[config.mk]
export PLATFORM = sky130hd
export DESIGN_NAME = pwm_carrier_gen
export DESIGN_NICKNAME = d
export VERILOG_FILES = /design/src/rtl/pwm_pkg.sv /design/src/rtl/pwm_shadow_reg.sv /design/src/rtl/pwm_carrier_gen.sv
export SDC_FILE = /design/constraint.sdc
export NUM_CORES = 1
export LEC_CHECK = 0
export ABC_CLOCK_PERIOD_IN_PS = 8800
export BUFFER_PORTS_ARGS = -buffer_cell sky130_fd_sc_hd__buf_2
export CORE_MARGIN = 1
export CORE_UTILIZATION = 28
export DETAILED_ROUTE_END_ITERATION = 6
export PLACE_DENSITY_LB_ADDON = 0.15
export SLEW_MARGIN = 20
export SYNTH_ARGS = -nofsm -noshare
export SYNTH_HDL_FRONTEND = slang
export SYNTH_SLANG_ARGS = --single-unit
[constraint.sdc]
create_clock -name clk -period 8.8 [get_ports clk]
set_clock_uncertainty 0.1 [all_clocks]
set_input_delay 1.32 -clock clk [delete_from_list [all_inputs] [get_ports clk]]
set_output_delay 1.32 -clock clk [all_outputs]
set_load 0.01 [all_outputs]
[src/rtl/pwm_pkg.sv]
// Shared types for the PWM carrier generator and its shadow register.
package pwm_pkg;

    localparam int unsigned PWM_CW = 16;

    typedef enum logic {PWM_OFF, PWM_ON} _pwm_onoff;

    typedef enum logic {CARRIER_SAW, CARRIER_TRI} carrier_mode_t;

    typedef enum logic {DirUp, DirDown} dir_t;

endpackage

[src/rtl/pwm_shadow_reg.sv]
// Shadow period/compare/mode registers with a valid/ready write port; the shadow moves into
// the active registers only when the counter signals a commit opportunity.
module pwm_shadow_reg
    import pwm_pkg::*;
#(
    parameter int unsigned   CW         = PWM_CW,
    parameter logic [CW-1:0] DEF_PERIOD = CW'(999)
) (
    input  logic          clk,
    input  logic          rst,
    input  logic          cfg_valid,
    output logic          cfg_ready,
    input  logic [CW-1:0] cfg_period,
    input  logic [CW-1:0] cfg_compare,
    input  logic          cfg_mode,
    input  logic          commit_opp,
    output logic          commit,
    output logic [CW-1:0] period_act,
    output logic [CW-1:0] compare_act,
    output carrier_mode_t mode_act,
    output logic          update_done
);

    logic [CW-1:0] period_sh;
    logic [CW-1:0] compare_sh;
    carrier_mode_t mode_sh;
    logic          pend;

    assign cfg_ready = !pend;
    assign commit    = pend && commit_opp;

    always_ff @(posedge clk) begin
        if (rst) begin
            period_sh   <= '0;
            compare_sh  <= '0;
            mode_sh     <= CARRIER_SAW;
            pend        <= 1'b0;
            period_act  <= DEF_PERIOD;
            compare_act <= '0;
            mode_act    <= CARRIER_SAW;
            update_done <= 1'b0;
        end else begin
            update_done <= commit;
            if (commit) begin
                period_act  <= period_sh;
                compare_act <= compare_sh;
                mode_act    <= mode_sh;
                pend        <= 1'b0;
            end else if (cfg_valid && !pend) begin
                period_sh  <= cfg_period;
                compare_sh <= cfg_compare;
                mode_sh    <= carrier_mode_t'(cfg_mode);
                pend       <= 1'b1;
            end
        end
    end

endmodule

[src/rtl/pwm_carrier_gen.sv]
// Sawtooth/triangle PWM carrier with glitch-free shadowed period, compare and mode updates.
module pwm_carrier_gen
    import pwm_pkg::*;
#(
    parameter int unsigned   CW            = PWM_CW,
    parameter logic [CW-1:0] DEF_PERIOD    = CW'(999),
    parameter bit            DOUBLE_UPDATE = 1'b0
) (
    input  logic          clk,
    input  logic          rst,
    input  logic          enable,
    input  logic          cfg_valid,
    output logic          cfg_ready,
    input  logic [CW-1:0] cfg_period,
    input  logic [CW-1:0] cfg_compare,
    input  logic          cfg_mode,
    output logic [CW-1:0] carrier,
    output logic [CW-1:0] compare,
    output _pwm_onoff     pwm_onoff,
    output logic          zero_evt,
    output logic          peak_evt,
    output logic          update_done
);

    logic [CW-1:0] carrier_q, carrier_d;
    logic [CW-1:0] period_act;
    dir_t          dir_q, dir_d, dir_next;
    _pwm_onoff     onoff_q;
    carrier_mode_t mode_act;
    logic          running;
    logic          peak_flip;
    logic          commit_opp;
    logic          commit;

    assign running = (onoff_q == PWM_ON);

    // Counting only advances once running; the first running cycle therefore shows carrier=0.
    always_comb begin
        carrier_d = '0;
        dir_d     = DirUp;
        peak_flip = 1'b0;
        if (enable && running) begin
            if (mode_act == CARRIER_SAW) begin
                carrier_d = (carrier_q >= period_act) ? '0 : carrier_q + 1'b1;
            end else if (dir_q == DirUp) begin
                if (carrier_q >= period_act) begin
                    dir_d     = DirDown;
                    peak_flip = 1'b1;
                    carrier_d = (period_act == '0) ? '0 : period_act - 1'b1;
                end else begin
                    carrier_d = carrier_q + 1'b1;
                end
            end else begin
                if (carrier_q <= CW'(1)) begin
                    carrier_d = '0;
                end else begin
                    dir_d     = DirDown;
                    carrier_d = carrier_q - 1'b1;
                end
            end
        end
    end

    assign commit_opp = (carrier_d == '0) || (DOUBLE_UPDATE && peak_flip);

    // A zero-point commit may switch mode, so the new mode always starts counting up.
    assign dir_next = (commit && carrier_d == '0) ? DirUp : dir_d;

    always_ff @(posedge clk) begin
        if (rst) begin
            carrier_q <= '0;
            dir_q     <= DirUp;
            onoff_q   <= PWM_OFF;
        end else begin
            carrier_q <= carrier_d;
            dir_q     <= dir_next;
            onoff_q   <= enable ? PWM_ON : PWM_OFF;
        end
    end

    pwm_shadow_reg #(
        .CW         (CW),
        .DEF_PERIOD (DEF_PERIOD)
    ) u_shadow (
        .clk         (clk),
        .rst         (rst),
        .cfg_valid   (cfg_valid),
        .cfg_ready   (cfg_ready),
        .cfg_period  (cfg_period),
        .cfg_compare (cfg_compare),
        .cfg_mode    (cfg_mode),
        .commit_opp  (commit_opp),
        .commit      (commit),
        .period_act  (period_act),
        .compare_act (compare),
        .mode_act    (mode_act),
        .update_done (update_done)
    );

    assign carrier   = carrier_q;
    assign pwm_onoff = onoff_q;
    assign zero_evt  = running && (carrier_q == '0);
    assign peak_evt  = running && (carrier_q == period_act);

endmodule

# == Yosys cells after proc, flatten, opt, wreduce, memory -nomap -nowiden ==
# Index checks and enable logic that the tools add are counted.
# word_totals
regBits,86
inputBits,37
wordCells,44
# classes
n_addsub,3
n_lt_le_gt_ge,2
eq_ne,1
muxes,11
bitwise,3
n_reduce_logical,13
# op_table
op,n
$mux 16,7
$logic_not 16->1,3
$sub 16x1->16 const B,2
$add 16x1->16 const B,1
$eq 16x16->1,1
$ge 16x16->1,1
$le 16x1->1 const B,1
$logic_and 1x1->1,6
$mux 1,4
$reduce_or 4->1,1
$not 1->1,3
$reduce_and 2->1,1
$reduce_or 2->1,1
$logic_not 1->1,1

# == Logic depth before layout (Yosys ltp) ==
# Gate-level depths: netlist of the first run.
# logic_depth
ltp_word,10
mapped_depth,15
mapped_depth_nobuf,11

# == Modules after synthesis ==
# Synthesis of the first run repeated with hierarchy kept, for this count alone.
# hier_totals
cells_unflattened,571
hier_area_um2,5087.4
# modules_own_cells
module,instances,cells_per_inst,area_each_um2,seq_area_each_um2
pwm_shadow_reg,1,265,2840.2,1361.3
pwm_carrier_gen,1,306,2247.2,360.3

# == Least setup slack after synthesis of the first run ==
# No wires, ideal clock.
# synth_path
path_kind,register to register
start,"register carrier_q[0], in the netlist carrier[0]"
end,register u_shadow.compare_act[0]
setup_ns,0.072
arrival_ns,3.191
required_ns,8.628
path_slack_ns,5.438
stages_incl_launch_ff,14
period_less_slack_ns,3.362
cell_sequence,dfxtp_1 inv_1 ha_1 nand2b_1 a2111o_1 nand3_1 a41oi_2 a222oi_1 nand4_1 nor4_1 and4_1 buf_6 buf_12 mux2i_1
# synth_between
elab_chain_len,7
# synth_rtl
element,line,rtl
start: declaration,pwm_carrier_gen.sv:25,"logic [CW-1:0] carrier_q, carrier_d;"
start signal: assignment,pwm_carrier_gen.sv:75,carrier_q <= carrier_d;
$add 16x1->16 (tied with other cells),"pwm_carrier_gen.sv:44, pwm_carrier_gen.sv:51",
"$mux 16, on equally long branches","pwm_carrier_gen.sv:46, pwm_carrier_gen.sv:54",
$mux 16,pwm_carrier_gen.sv:45,end else if (dir_q == DirUp) begin
$mux 16 (*),pwm_carrier_gen.sv:43,if (mode_act == CARRIER_SAW) begin
$mux 16 (*),pwm_carrier_gen.sv:42,if (enable && running) begin
$logic_not 16->1 (*),pwm_carrier_gen.sv:64,assign commit_opp = (carrier_d == '0) || (DOUBLE_UPDATE && peak_flip);
$logic_and 1x1->1 (*),pwm_shadow_reg.sv:30,assign commit = pend && commit_opp;
end signal: assignment,pwm_shadow_reg.sv:46,compare_act <= compare_sh;
end: declaration,pwm_shadow_reg.sv:19,"output logic [CW-1:0] compare_act,"
# Mark *: on every way between the ends. The rest lies on a longest branch, timed or not.
# A chain may end at the register's enable or synchronous reset.

# == Worst setup path after layout of the first run ==
# layout_path
start,"register carrier_q[0], in the netlist carrier[0]"
end,register u_shadow.compare_act[11]
# The elaborated chain is that of the path after synthesis.

==> results of run 1 <==
-- Yosys cell counts, types with 5 or more instances --
library cell / n / area share [%]
inv_1: 23 / 1.8
clkbuf_1: 23 / 1.8
xor2_1: 6 / 1.1
o21ai_0: 13 / 1.3
nor2b_1: 6 / 0.77
ha_1: 22 / 5.7
and3_1: 6 / 0.77
dfxtp_1: 86 / 35
nor3_1: 6 / 0.62
nand4_1: 8 / 1.0
a21oi_1: 52 / 5.4
xnor2_1: 17 / 3.1
buf_6: 5 / 1.2
nor4_1: 6 / 0.77
nor2_1: 52 / 4.0
nand2b_1: 55 / 7.1
mux2i_1: 33 / 6.8
nand2_1: 87 / 6.7
nand3_1: 12 / 1.2
-- layout make-up --
| type | instances | area [µm²] | area share, % |
|---|---|---|---|
| tap | 220 | 275.3 | 4.904 |
| multi-input combinational | 443 | 2838 | 50.56 |
| clock inverter | 5 | 82.58 | 1.471 |
| timing repair buffer | 75 | 380.4 | 6.777 |
| sequential | 86 | 1722 | 30.67 |
| inverter | 23 | 86.33 | 1.538 |
| clock buffer | 10 | 229.0 | 4.079 |
-- power breakdown --
part	total [mW]	switching, mW	internal [mW]
Combinational	0.0940	0.0553	0.0387
Sequential	0.419	0.0128	0.406
Clock	0.409	0.160	0.248
Total	0.922	0.228	0.693
-- worst paths after layout --
path | start | end | cells after the start
worst max-delay path | carrier[0]$_SDFF_PP0_ | u_shadow.compare_act[11]$_SDFFE_PP0P_ | 11
worst min-delay path | u_shadow.compare_sh[10]$_SDFFE_PP0P_ | u_shadow.compare_sh[10]$_SDFFE_PP0P_ | 2
worst max register to register | carrier[0]$_SDFF_PP0_ | u_shadow.compare_act[11]$_SDFFE_PP0P_ | 11
worst min register to register | u_shadow.compare_sh[10]$_SDFFE_PP0P_ | u_shadow.compare_sh[10]$_SDFFE_PP0P_ | 2
-- kinds of logic after synthesis --
family	share of synthesized area, %
simple gates	27.98
compound gates	13.68
flops	35.45
buf+inv	6.261
mux	6.802
xor+xnor	4.148
fa+ha+maj	5.669
-- per-stage QoR --
step,util [%],power (mW),area (µm²),instances,setup slack [ps]
finish,33.49,0.9216,5613,862,4489
CTS,33.48,0.9356,5612,862,4109
detailed placement,31.62,0.5233,5300,847,4152
global placement,31.61,0.5208,5298,847,4139
floorplan,-,0.4963,4856,586,5438
global route,33.49,0.9660,5613,862,4172
-- routing by layer --
layer | track usage, % | vias to the layer above | wire (µm)
met5 | 0 | - | 0
met4 | 4.861 | 0 | 237
met3 | 3.919 | 20 | 755
met2 | 22.89 | 131 | 5783
met1 | 20.78 | 1891 | 6377
li1 | - | 2134 | -
-- worst min-delay path, cell delays in order (launching register included) --
cell     delay, ps
dfxtp_1        310
nand2_1         50
a21oi_1         50
-- registers in the layout, indices dropped and copies added (netlist names) --
register and cells:
carrier 16, dir_q 1, pwm_onoff 1, u_shadow.compare_act 16, u_shadow.compare_sh 16, u_shadow.mode_act 1
u_shadow.mode_sh 1, u_shadow.pend 1, u_shadow.period_act 16, u_shadow.period_sh 16, u_shadow.update_done 1
==> flow_summary_export.csv, run 1 <==
group,metric,value,unit
detailed_routing,drc_errors,0,
timing,report.final.slew_viol_count,0,
global_route,grt_pass1_wl,21160,µm
synth,synth_edf_count,0,
detailed_routing,dr.first_iter.drc_count,327,
timing,timing.final.hold_violations,0,
cts,cts_buffer_depth,2,
die,die_area,17870,µm²
cts,cts_made_buffers,9,
finish,fin_nets,697,
worst_setup_path,r2r_slack,4490,ps
timing,rsz0062_at_grt,"no",
die,die_h,133.7,µm
finish,final_cell_mix,"nand2_1 (86), dfxtp_1 (86), buf_2 (73)",
synth,synthCells,586,
detailed_routing,routed-via-count,4176,
timing,fin_crit_sh,48.98,%
synth,netlist-cell-type-count,57,
pwr,power_density,164.2,nW/µm²
detailed_routing,wl_per_cell,15.26,µm
die,core-area,16760,µm²
detailed_routing,drtAntennaViolNets,0,
synth,syn_area_per_cell,8.287,µm²
die,initial_utilization,28.97,%
worst_setup_path,crit_buf_inv,1,
global_route,grt_pass1_vias,3935,
worst_setup_path,cp_cell_sequence,"inv_1 -> ha_1 -> nand2b_1 -> a2111o_1 -> nand3_1 -> a41oi_2 -> a222oi_1 -> nand4_1 -> nor4_1 -> and4_4 -> mux2i_1",
finish,fillers,1826,
worst_setup_path,slowest_delay,710,ps
cts,cts_tree,"built",
cts,cts_sinks,86,
synth,yosysSeqAreaShare,35.45,%
detailed_routing,drt-total-wl,13150,µm
cts,clock_latency,340,ps
synth,synth_async_sr_flop_share,0,%
cts,cts_root_buffer,"clkbuf_16",
pwr,irDropWorstVdd,0.0001388,V
finish,syn_to_final_growth,15.59,%
cts,postCtsSetupBuffers,0,
worst_setup_path,end_kind,"flop",
timing,tns,0,ps
worst_setup_path,crit_family,"simple AND/OR/NAND/NOR gates",
die,die_w,133.7,µm
global_route,antenna_found_initial,0,
hold_path,worstHoldPathType,"flop to flop",
run,maxCapViolCount,0,
worst_setup_path,crit_type,"flop to flop",
detailed_routing,first_pass_iters,6,
synth,syn-cell-area,4856,µm²
pwr,p_leak,2.268,nW
timing,fin_crit,4311,ps
worst_setup_path,arrival,4480,ps
synth,synth_fp_nets,645,
cts,clkSlewWorstSetupHoldPaths,60,ps
run_status,status,"completed",
worst_setup_path,start_kind,"flop",
timing,whs,353.0,ps
worst_setup_path,slowest_stage,"and4_4",
cts,cts_htree_levels,3,
synth,synth-seq-cells,86,
global_route,grt_max_degree,120,
die,io_pins,74,
finish,drive_above_1_share,16.36,%
timing,setup_violations,0,
cts,ctsResizeCount,0,
timing,slew_headroom,22.69,%
timing,max_freq,232.0,MHz
global_route,grt-ovfl-total,0,
finish,antenna_cells,0,
worst_setup_path,worst_ep_required_time,8970,ps
placement,hpwl,9260,µm
synth,synth_warnings,0,
detailed_routing,avgViaCountPerCell,4.845,
die,rows,47,
timing,worst_slew_pin_slew,1152,ps
global_route,grtUsageTotal,15.12,%
worst_setup_path,crit_fanout,36,
synth,synthFlopType,"dfxtp_1",
placement,gp_congestion,0.8295,
placement,io_buffers,73,
cts,hold_buffers,0,
Note: power is estimated with default switching activity, not from simulation.
==> run 2: changes to the inputs <==
--- a/config.mk
+++ b/config.mk
@@ -5,7 +5,7 @@
 export SDC_FILE = /design/constraint.sdc
 export NUM_CORES = 1
 export LEC_CHECK = 0
-export ABC_CLOCK_PERIOD_IN_PS = 8800
+export ABC_CLOCK_PERIOD_IN_PS = 4300
 export BUFFER_PORTS_ARGS = -buffer_cell sky130_fd_sc_hd__buf_2
 export CORE_MARGIN = 1
 export CORE_UTILIZATION = 28
==> constraint.sdc (replaced) <==
create_clock -name clk -period 4.3 [get_ports clk]
set_clock_uncertainty 0.1 [all_clocks]
set_input_delay 0.645 -clock clk [delete_from_list [all_inputs] [get_ports clk]]
set_output_delay 0.645 -clock clk [all_outputs]
set_load 0.01 [all_outputs]
==> run 2 against run 1 <==
Effect of this change:
- sequential cell count unchanged
- sequential power increased by 100%
- worst setup slack got worse by 4100 ps
- hold slack improved by 1.9 ps
- final cell count increased by 1.7%
- clock-buffer cell count increased by 3
- critical endpoint is now dir_q$_SDFF_PP0_
- global-route usage decreased by 0.14 points
- sequential share of layout area decreased by 0.40 points
- register-to-register slack got worse by 4100 ps
- via count increased by 0.53%
- largest power group unchanged
- core utilization increased by 0.45 points
==> flow_summary_export.csv, run 2 (same netlist as run 1, synthesis figures left out) <==
group,metric,value,unit
global_route,grt_pass1_vias,4117,
finish,fillers,1791,
detailed_routing,avgViaCountPerCell,4.787,
timing,slew_headroom,51.42,%
worst_setup_path,arrival,4040,ps
worst_setup_path,crit_end,"dir_q$_SDFF_PP0_",
worst_setup_path,reg2reg_to,"dir_q$_SDFF_PP0_",
cts,cts_sinks,86,
global_route,grt-ovfl-total,0,
cts,clkSlewWorstSetupHoldPaths,60,ps
cts,cts_root_buffer,"clkbuf_16",
pwr,clock_power_share,40.8,%
timing,worst_slew_pin_slew,725.4,ps
placement,hpwl,9422,µm
global_route,use_met3,2.435,%
timing,timing.final.hold_violations,0,
pwr,p_leak,2.315,nW
finish,drive_above_1_share,17.96,%
worst_setup_path,crit_type,"flop to flop",
die,io_pins,74,
finish,fin_nets,711,
pwr,irDropWorstVdd,0.0001606,V
cts,cts_buffer_depth,2,
cts,cts_tree,"built",
placement,gp_congestion,0.8309,
global_route,grtUsageMet2,23.55,%
placement,dpl.cell_count,861,
die,die_h,133.7,µm
placement,io_buffers,73,
die,initial_utilization,28.97,%
die,rows,47,
die,die_w,133.7,µm
hold_path,hp-start,"u_shadow.compare_sh[3]$_SDFFE_PP0P_",
pwr,p_switching,0.4580,mW
global_route,grt_max_degree,43,
worst_setup_path,cp-startpoint,"carrier[0]$_SDFF_PP0_",
cts,postCtsSetupBuffers,0,
pwr,power_density,312.7,nW/µm²
global_route,antenna_found_initial,0,
finish,final_cell_mix,"nand2_1 (86), dfxtp_1 (86), buf_2 (73)",
timing,rsz0062_at_grt,"no",
detailed_routing,dr.first_iter.drc_count,245,
timing,max_freq,255.5,MHz
detailed_routing,first_pass_iters,6,
worst_setup_path,r2r-start,"carrier[0]$_SDFF_PP0_",
finish,stdcell_count,877,
worst_setup_path,end_kind,"flop",
detailed_routing,drc_errors,0,
finish,antenna_cells,0,
timing,fin_crit_sh,91.02,%
detailed_routing,drtAntennaViolNets,0,
worst_setup_path,start_kind,"flop",
pwr,finalPower,1.779,mW
pwr,swShare,25.75,%
run,maxCapViolCount,0,
finish,syn_to_final_growth,17.13,%
hold_path,worstHoldPathType,"flop to flop",
worst_setup_path,ff2ff_path_depth,12,
pwr,pwr-share-comb,11.1,%
global_route,busiest_layer,"met2",
die,die_area,17870,µm²
pwr,intPower,1.321,mW
timing,tns,0,ps
timing,fin_crit,3914,ps
detailed_routing,drt-total-wl,12890,µm
global_route,grt_pass1_wl,21170,µm
detailed_routing,wl_per_cell,14.69,µm
worst_setup_path,r2r_slack,390,ps
cts,hold_buffers,0,
detailed_routing,routed-via-count,4198,
pwr,seq_power_share,48.1,%
cts,cts_htree_levels,3,
worst_setup_path,crit_fanout,36,
global_route,grtUsageTotal,14.99,%
cts,ctsResizeCount,0,
cts,clock_latency,340,ps
global_route,use_met1,20.28,%
worst_setup_path,worst_ep_required_time,4420,ps
cts,cts_made_buffers,9,
die,core-area,16760,µm²
timing,setup_violations,0,
run_status,status,"completed",
timing,report.final.slew_viol_count,0,
run 2: cell count changes in the layout (fill, tap and decap cells not counted):
cell	change
inv_6	-1
and4_4	-1
clkbuf_1	+2
buf_12	+1
buf_4	+13
and4_2	+1
clkinv_4	-1
clkinvlp_4	+2
bufinv_16	-2
clkbuf_8	+1
run 2: how the worst min path moves through the flow:
| stage | end | slack, ps | cells past startpoint |
|---|---|---|---|
| 2_1_floorplan | u_shadow.period_sh[0]$_SDFFE_PP0P_ | 340 | 2 |
| 3_3_place_gp | u_shadow.compare_sh[1]$_SDFFE_PP0P_ | 340 | 2 |
| 3_5_place_dp | u_shadow.compare_sh[3]$_SDFFE_PP0P_ | 350 | 2 |
| 4_1_cts | u_shadow.compare_sh[3]$_SDFFE_PP0P_ | 360 | 2 |
| 5_1_grt | u_shadow.compare_sh[7]$_SDFFE_PP0P_ | 370 | 2 |
| 6_report | u_shadow.compare_sh[3]$_SDFFE_PP0P_ | 350 | 2 |
run 2: worst max-delay path, stage by stage (launching register included):
cell and delay [ps]:
dfxtp_1 490, inv_1 140, ha_1 320, nand2b_1 150, a2111o_1 440, a32oi_1 250
and3_1 600, a22o_1 240, o21ai_0 140, and2_1 210, and4_2 230, buf_12 190
a2111oi_0 270
run 2: final cells by class:
cell class / instances / area, µm² / share of cell area (%)
clock buffers: 13 / 250.2 / 4.399
clock inverters: 3 / 20.02 / 0.3520
inverters: 23 / 86.33 / 1.518
multi-input cells: 443 / 2836 / 49.87
flip-flops and latches: 86 / 1722 / 30.27
well taps: 220 / 275.3 / 4.839
repair buffers: 89 / 498.0 / 8.755
run 2: per-stage QoR:
step           cell area, µm²  setup WS, ps  utilization [%]  hold slack [ps]
4_1_cts                  5688         427.0            33.94            355.6
3_3_place_gp             5415         457.6            32.31            343.7
6_report                 5688         386.3            33.94            354.9
3_5_place_dp             5418         462.1            32.33            346.7
5_1_grt                  5688         110.9            33.94            372.5
2_1_floorplan            4856         937.7                -            336.7
run 2: routing by layer:
layer  up-vias  routed length, µm
met4         0                204
met5         -                  0
met3        12                545
met1      1932               6490
met2        92               5645
li1       2162                  -
run 2: power groups by stage:
stage | registers (mW) | logic [mW] | clock network, mW
6_report | 0.856 | 0.198 | 0.725
5_1_grt | 0.860 | 0.222 | 0.777
4_1_cts | 0.856 | 0.201 | 0.749
3_5_place_dp | 0.874 | 0.200 | 0
3_3_place_gp | 0.873 | 0.197 | 0
2_1_floorplan | 0.871 | 0.145 | 0
